<file path="src/rtl/overture_exec_ctrl.sv">
// overture_exec_ctrl: single-cycle OVERTURE execute controller with register file, ALU hookup, byte I/O and conditional jumps
module overture_exec_ctrl #(
   parameter logic [7:0] RESET_PC = 8'd0,
   parameter int         CNT_W    = 16
) (
   input  logic             clk,
   input  logic             rst,
   input  logic             run,
   output logic [7:0]       pc,
   input  logic [7:0]       instr,
   output logic [7:0]       alu_op,
   output logic [7:0]       alu_a,
   output logic [7:0]       alu_b,
   input  logic [7:0]       alu_result,
   input  logic [7:0]       in_data,
   input  logic             in_valid,
   output logic             in_ready,
   output logic [7:0]       out_data,
   output logic             out_valid,
   input  logic             out_ready,
   output logic [CNT_W-1:0] retired
);
   logic [5:0][7:0] regs;
   logic [1:0] mode;
   logic [2:0] src, dst;
   logic [7:0] src_val, pc_inc;
   logic act, src6, dst6, stall, exec, zero, neg, base, taken;

   assign mode    = instr[7:6];
   assign src     = instr[5:3];
   assign dst     = instr[2:0];
   assign pc_inc  = pc + 8'd1;
   assign alu_op  = instr;
   assign alu_a   = regs[1];
   assign alu_b   = regs[2];
   // I/O handshakes only exist for a COPY while out of reset and running
   assign act     = rst & run & (mode == 2'b10);
   assign src6    = act & (src == 3'd6);
   assign dst6    = act & (dst == 3'd6);
   assign src_val = (src < 3'd6) ? regs[src] : (src == 3'd6) ? in_data : 8'h00;
   assign in_ready  = src6 & ((dst != 3'd6) | out_ready);
   assign out_valid = dst6 & ((src != 3'd6) | in_valid);
   assign out_data  = src_val;
   assign stall   = (src6 & ~(in_valid & in_ready)) | (dst6 & ~(out_valid & out_ready));
   assign exec    = run & ~stall;
   // conditions 4..7 are the complements of 0..3, so bit 2 inverts the base test
   assign zero    = (regs[3] == 8'h00);
   assign neg     = regs[3][7];
   assign base    = instr[1] ? (instr[0] ? (neg | zero) : neg) : (instr[0] & zero);
   assign taken   = instr[2] ^ base;

   // architectural state update, one instruction per executing edge
   always_ff @(posedge clk or negedge rst) begin
      if (!rst) begin
         pc      <= RESET_PC;
         regs    <= '0;
         retired <= '0;
      end else if (exec) begin
         retired <= retired + 1'b1;
         pc      <= (mode == 2'b11 && taken) ? regs[0] : pc_inc;
         if (mode == 2'b00) regs[0] <= {2'b00, instr[5:0]};
         else if (mode == 2'b01) regs[3] <= alu_result;
         else if (mode == 2'b10 && dst < 3'd6) regs[dst] <= src_val;
      end
   end
endmodule

</file>
<file path="config.mk">
export PLATFORM = sky130hd
export DESIGN_NAME = overture_exec_ctrl
export DESIGN_NICKNAME = d
export VERILOG_FILES = /design/src/rtl/overture_exec_ctrl.sv
export SDC_FILE = /design/constraint.sdc
export NUM_CORES = 1
export LEC_CHECK = 0
export ABC_CLOCK_PERIOD_IN_PS = 2050
export CORE_MARGIN = 5
export CORE_UTILIZATION = 38
export CTS_CLUSTER_SIZE = 40
export DETAILED_ROUTE_END_ITERATION = 8
export PLACE_DENSITY = 0.66
export SLEW_MARGIN = 20
export SYNTH_ARGS = -nofsm -noshare
export SYNTH_HDL_FRONTEND = slang
export SYNTH_SLANG_ARGS = --single-unit
</file>
<file path="constraint.sdc">
create_clock -name clk -period 2.05 [get_ports clk]
set_input_delay 0.41 -clock clk [delete_from_list [all_inputs] [get_ports clk]]
set_output_delay 0.41 -clock clk [all_outputs]
set_load 0.01 [all_outputs]
</file>
==> flow_summary.json, run 1 <==
{
  "post-dp-hpwl_mm": 8.22,
  "fin_ws_ns": -0.0851,
  "wl_met3_um": 691,
  "maxCapViolCount": 0,
  "synth_nets": 395,
  "path_class": "reg -> out",
  "cts_tree": "done",
  "p_int_uw": 3470,
  "drt_iter0_markers": 274,
  "drtPass1Iterations": 4,
  "track_usage": 0.187,
  "insertion_delay_ns": 0.36,
  "timing.final.crit_share": 1.04,
  "clkPwrFrac": 0.284,
  "grt_overflow_total": 0,
  "met2_length_mm": 5.76,
  "final_max_slew_viol_count": 0,
  "post-route-drc-count": 0,
  "start_kind": "flip-flop",
  "violations": "setup timing",
  "areaGrowthSynthToFinish_pct": 44.5,
  "holdBufCountCts": 0,
  "grt_pass1_vias": 3567,
  "ant_nets": 0,
  "initial_core_util": 0.389,
  "status": "finished, violations left",
  "netlist_instances": 364,
  "finalNonFillerCells": 642,
  "power_leakage_uw": 0.00262,
  "switchingPower_uw": 1510,
  "antenna_cells": 0,
  "numPlacedInstances": 603,
  "gp_congestion": 0.871,
  "hold_viol_final": 0,
  "p_per_area_mw_per_mm2": 858,
  "slew_headroom": 0.382,
  "numCtsBuffers": 9,
  "tightest_slew_ns": 0.928,
  "clk_path_buf_depth": 2,
  "yosysUniqueCellTypes": 53,
  "ys_warn_count": 0,
  "crit_arrival_ns": 1.73,
  "setup_violations": 1,
  "crit_path_end_kind": "primary output",
  "totalWireLength_mm": 11.5,
  "io_pins": 87,
  "p_total_uw": 4980,
  "irDropWorstVdd_uv": 572,
  "drive_gt1_frac": 0.358,
  "worstRegToRegCells": 6,
  "fp-row-count": 37,
  "met1_length_mm": 4.90,
  "hold_path.class": "in -> async",
  "fin_nets": 532,
  "path_clk_slew_ns": 0.09,
  "top_layer_used": "met4",
  "ys_ff_latch": 72,
  "p_comb_frac": 0.317,
  "synth-async-reset-ratio": 1.00,
  "rsz0062_at_grt": "true",
  "syn_area_mm2": 0.00402,
  "wl_per_cell_um": 17.9,
  "grt_first_pass_wirelength_mm": 18.9,
  "final_core_util": 0.562,
  "fin_crit_ns": 2.14,
  "required_ns": 1.64,
  "dieArea_mm2": 0.0127,
  "grt_antenna_before_repair": 0,
  "placed_area_mm2": 0.00529,
  "num_vias": 3426,
  "clock_skew_ns": 0.0164,
  "die_x_um": 113,
  "synth_edf_count": 0,
  "cts_root_buffer": "clkbuf_8",
  "grt_max_degree": 73,
  "fmax_ghz": 0.468,
  "seq_power_share": 0.399,
  "synth_top_area_cell": "dfrtp_1",
  "seq_area_frac_synth": 0.449,
  "p_sw_frac": 0.304,
  "final_area_mm2": 0.00581,
  "core-area_mm2": 0.0103,
  "die_h_um": 113,
  "cts-htree-levels": 3,
  "vias_per_cell": 5.34,
  "fin_hold_ws_ns": 0.356,
  "numClockSinks": 72,
  "port_buffers": 86,
  "synth_ff_type": "dfrtp_1",
  "syn_area_per_cell_um2": 11.0,
  "path_max_fanout": 2,
  "yosysTopAreaCellShare": 0.449,
  "synth_area_leaders": "dfrtp_1 (45%), mux2_2 (9.0%), buf_4 (4.7%), mux4_2 (4.5%), nand2_1 (3.1%)"
}
## power groups by stage
stage          Clock (uW)  Combinational, uW  Sequential (uW)
2_1_floorplan           0                748             2000
3_3_place_gp            0               1440             2010
3_5_place_dp            0               1470             2020
4_1_cts              1440               1570             1980
5_1_grt              1520               1720             2030
6_report             1420               1580             1990
## registers in the layout (all words and copies together), names as in the netlist
name     count
alu_a        8
alu_b        8
neg          1
pc           8
regs        31
retired     16
## worst paths after layout
| check | to | slack, ns | from |
|---|---|---|---|
| worst max-delay path | out_data[6] | -0.09 | regs[30]$_DFFE_PN0P_ |
| worst min-delay path | regs[7]$_DFFE_PN0P_ | 0.36 | rst |
| worst max register to register | pc[5]$_DFFE_PN0P_ | 0.19 | regs[24]$_DFFE_PN0P_ |
| worst min register to register | retired[15]$_DFFE_PN0P_ | 0.47 | retired[15]$_DFFE_PN0P_ |
| max in group asynchronous | regs[1]$_DFFE_PN0P_ | 1.09 | rst |
| min in group clk | retired[15]$_DFFE_PN0P_ | 0.47 | retired[15]$_DFFE_PN0P_ |
## layout by cell type, fill, tap and decap left out, types with 9 or more instances in the layout
| master | instances |
|---|---|
| nor2_2 | 9 |
| nand4_1 | 11 |
| nand2_1 | 32 |
| clkbuf_8 | 10 |
| and2_1 | 10 |
| nand3_1 | 18 |
| dfrtp_1 | 72 |
| buf_2 | 9 |
| nor2_1 | 11 |
| clkdlybuf4s50_1 | 65 |
| o21ai_0 | 9 |
| buf_4 | 68 |
| mux2_2 | 32 |
## logic make-up (layout without fill, tap and decap cells)
logic type	Yosys count	count (layout)	share of synthesized area
muxes	48	48	0.155
adders and majority gates	2	2	0.00623
xor gates and xnor gates	16	16	0.0349
AOI/OAI and AO/OA	55	55	0.107
buffers and inverters	43	185	0.0670
and+or+nand+nor	128	128	0.182
DFF	72	72	0.449
## metrics by stage
step | setup TNS [ns] | setup WS [ns]
floorplan | 0 | 0.0491
global placement | -36.86 | -0.770
detailed placement | -38.17 | -0.777
CTS | -0.0996 | -0.0893
global route | -0.225 | -0.123
finish | -0.0851 | -0.0851
## layer usage
metal,vias up,GRT usage
li1,1587,-
met1,1713,0.245
met4,0,0.0545
met5,-,0
met3,17,0.0364
met2,109,0.316
## layout make-up
type | instances | area (um^2)
repair buffers | 166 | 1560
inverters | 3 | 11.3
flip-flops and latches | 72 | 1800
clock inverters | 6 | 115
fillers | 908 | 4520
multi-input cells | 249 | 2010
clock buffers | 10 | 138
well taps | 136 | 170
## synth_stat cells (2+ instances only)
| cell type | number |
|---|---|
| a22o_1 | 4 |
| nor4_1 | 2 |
| and4bb_4 | 2 |
| nor3_1 | 5 |
| inv_1 | 3 |
| a32oi_1 | 7 |
| nor2_1 | 19 |
| buf_4 | 25 |
| and4_1 | 2 |
| a221o_1 | 8 |
| mux2i_1 | 8 |
| nor4_2 | 2 |
| o211ai_1 | 2 |
| mux2_2 | 32 |
| nand3_1 | 18 |
| or3_1 | 3 |
| or2_2 | 2 |
| nand4_1 | 11 |
| nand2_1 | 33 |
| a21o_1 | 2 |
| xnor2_1 | 9 |
| buf_2 | 5 |
| and2_1 | 11 |
| a2bb2oi_1 | 7 |
| or4_1 | 2 |
| clkbuf_1 | 8 |
| nor2b_1 | 5 |
| mux4_2 | 8 |
| dfrtp_1 | 72 |
| a21oi_1 | 9 |
| ha_1 | 2 |
| o21ai_0 | 9 |
| xor2_1 | 7 |
## critical path: stages (launching register included)
cell and delay [ns]:
dfrtp_1 0.40, mux4_2 0.47, or2_4 0.24, and2_4 0.14, buf_6 0.11
## timing repair
action,4_1_cts,5_1_grt
gates cloned,2,0
buffers inserted,15,6
endpoints found under the setup margin,69,22
gates resized for setup,59,26
pin swaps,6,7
(Power assumes the default switching activity.)
==> run 2: changes to the inputs <==
- GPL_TIMING_DRIVEN: unset -> 0
- REMOVE_ABC_BUFFERS: unset -> 1
==> run 2 against run 1 <==
The flow still finishes with violations (setup timing). Die area unchanged. Cell area down 4.6%. First-iteration DRC count down 24%. Critical path depth unchanged. Global-route usage down 0.57 points.
==> flow_summary.json, run 2 (same netlist as run 1, synthesis figures left out) <==
{
  "timing.final.crit_share": 1.03,
  "final_max_slew_viol_count": 0,
  "layout_commonest_cell": "dfrtp_1",
  "ant_nets": 0,
  "r2r_slack_ns": 0.07,
  "clkPwrFrac": 0.234,
  "areaGrowthSynthToFinish_pct": 37.9,
  "clk_path_buf_depth": 2,
  "hold_viol_final": 0,
  "required_ns": 1.64,
  "slew_headroom": 0.441,
  "clock_skew_ns": 0.0116,
  "grt_max_degree": 38,
  "hold_path.class": "in -> async",
  "worst-path-buf-inv": 1,
  "p_sw_frac": 0.336,
  "initial_core_util": 0.389,
  "crit_path_end_kind": "primary output",
  "crit_arrival_ns": 1.69,
  "tns_ns": -0.0532,
  "fin_ws_ns": -0.0532,
  "fmax_ghz": 0.475,
  "num_vias": 3330,
  "violations": "setup timing",
  "final_area_mm2": 0.00554,
  "totalWireLength_mm": 11.3,
  "vias_per_cell": 5.50,
  "die_x_um": 113,
  "fin_crit_ns": 2.10,
  "irDropWorstVdd_uv": 622,
  "path_max_fanout": 3,
  "antenna_cells": 0,
  "grt_first_pass_wirelength_mm": 18.4,
  "grt_antenna_before_repair": 0,
  "setup_violations": 1,
  "wl_per_cell_um": 18.6,
  "p_per_area_mw_per_mm2": 840,
  "numClockSinks": 72,
  "p_comb_frac": 0.338,
  "io_pins": 87,
  "grt_overflow_total": 0,
  "reg_top3": "regs (31), retired (16)",
  "post-route-drc-count": 0,
  "gp_congestion": 0.801,
  "p_int_uw": 3090,
  "drive_gt1_frac": 0.334,
  "maxCapViolCount": 0,
  "rsz0062_at_grt": "true",
  "grt_pass1_vias": 3455,
  "cts_tree": "done",
  "max_stage_delay_ns": 0.45,
  "largest_register_ffs": 31,
  "insertion_delay_ns": 0.35,
  "placed_area_mm2": 0.00481,
  "fin_nets": 496,
  "r2r_end": "pc[5]$_DFFE_PN0P_",
  "status": "finished, violations left",
  "seq_power_share": 0.428,
  "tightest_slew_ns": 0.836,
  "cpMaxStageDelayCell": "mux4_2",
  "cts-htree-levels": 3,
  "path_class": "reg -> out",
  "fp-row-count": 37,
  "track_usage": 0.181,
  "drt_iter0_markers": 209,
  "regMostFlops": "regs",
  "crit_family": "multiplexers",
  "port_buffers": 86,
  "dieArea_mm2": 0.0127,
  "start_kind": "flip-flop",
  "drtPass1Iterations": 4,
  "crit_chain": "mux4_2 -> or2_4 -> and2_4 -> buf_6",
  "cts_root_buffer": "clkbuf_8",
  "die_h_um": 113,
  "power_leakage_uw": 0.00237,
  "numCtsBuffers": 9,
  "layout_common_cells": "dfrtp_1 (71), clkdlybuf4s50_1 (66), buf_4 (40), nand2_1 (32), mux2_2 (32)",
  "switchingPower_uw": 1560,
  "post-dp-hpwl_mm": 7.39,
  "r2r-start": "regs[26]$_DFFE_PN0P_",
  "core-area_mm2": 0.0103,
  "worstRegToRegCells": 7,
  "path_clk_slew_ns": 0.08
}
-- run 2: worst max-delay path by stage --
stage,start,to,slack (ns),cells after the start
after global routing,alu_b[6]$_DFFE_PN0P_,out_data[6],-0.13,4
final,regs[6]$_DFFE_PN0P_,out_data[6],-0.05,4
after CTS,regs[6]$_DFFE_PN0P_,out_data[6],-0.07,4
after global placement,rst,regs[30]$_DFFE_PN0P_,-3.51,6
after detailed placement,instr[3],out_data[0],-2.02,5
after floorplan,regs[26]$_DFFE_PN0P_,pc[5]$_DFFE_PN0P_,0.15,5
-- run 2: power groups by stage --
| stage | logic [uW] | registers (uW) | clock network, uW |
|---|---|---|---|
| 2_1_floorplan | 589 | 2030 | 0 |
| 3_3_place_gp | 1320 | 2010 | 0 |
| 3_5_place_dp | 1340 | 2030 | 0 |
| 4_1_cts | 1490 | 1990 | 1110 |
| 5_1_grt | 1710 | 2030 | 1160 |
| 6_report | 1580 | 1990 | 1090 |
-- run 2: worst reg2reg max path, stage by stage, from the launching register on --
cell and delay [ns]:
dfrtp_1 0.39, buf_4 0.14, nor4_4 0.30, a32oi_2 0.19, xnor2_2 0.17, buf_4 0.15, and2_1 0.20, a311o_1 0.31
-- run 2: cell type report --
| type | count | area [um^2] |
|---|---|---|
| timing repair buffer | 130 | 1250 |
| clock inverter | 6 | 50.0 |
| multi-input combinational | 249 | 2110 |
| tap | 136 | 170 |
| sequential | 72 | 1800 |
| inverter | 3 | 11.3 |
| fill | 927 | 4780 |
| clock buffer | 10 | 138 |
-- run 2: metal layers --
metal / GRT usage / part of all wire / up-vias / wire length (um)
met5: 0 / 0 / - / 0
met4: 0.0465 / 0.015 / 0 / 170
met3: 0.0449 / 0.062 / 11 / 693
met2: 0.295 / 0.46 / 109 / 5170
met1: 0.243 / 0.46 / 1684 / 5230
li1: - / - / 1526 / -
-- run 2: repair_timing --
item,in CTS,in global routing
gates resized for setup,91,26
endpoints found under the hold margin,37,0
endpoints found under the setup margin,88,35
setup buffers,27,13
gates cloned,1,0
hold buffers,2,0
pin swaps,11,2
-- run 2: stage by stage --
stage | std cells | utilization | setup slack (ns) | power, uW | hold WS (ns)
floorplan | 324 | - | 0.151 | 2620 | 0.114
global placement | 546 | 0.464 | -3.51 | 3330 | 0.456
detailed placement | 547 | 0.466 | -2.02 | 3370 | 0.415
CTS | 593 | 0.522 | -0.0728 | 4590 | 0.0159
global route | 606 | 0.537 | -0.126 | 4900 | 0.0241
finish | 606 | 0.537 | -0.0532 | 4660 | 0.0141
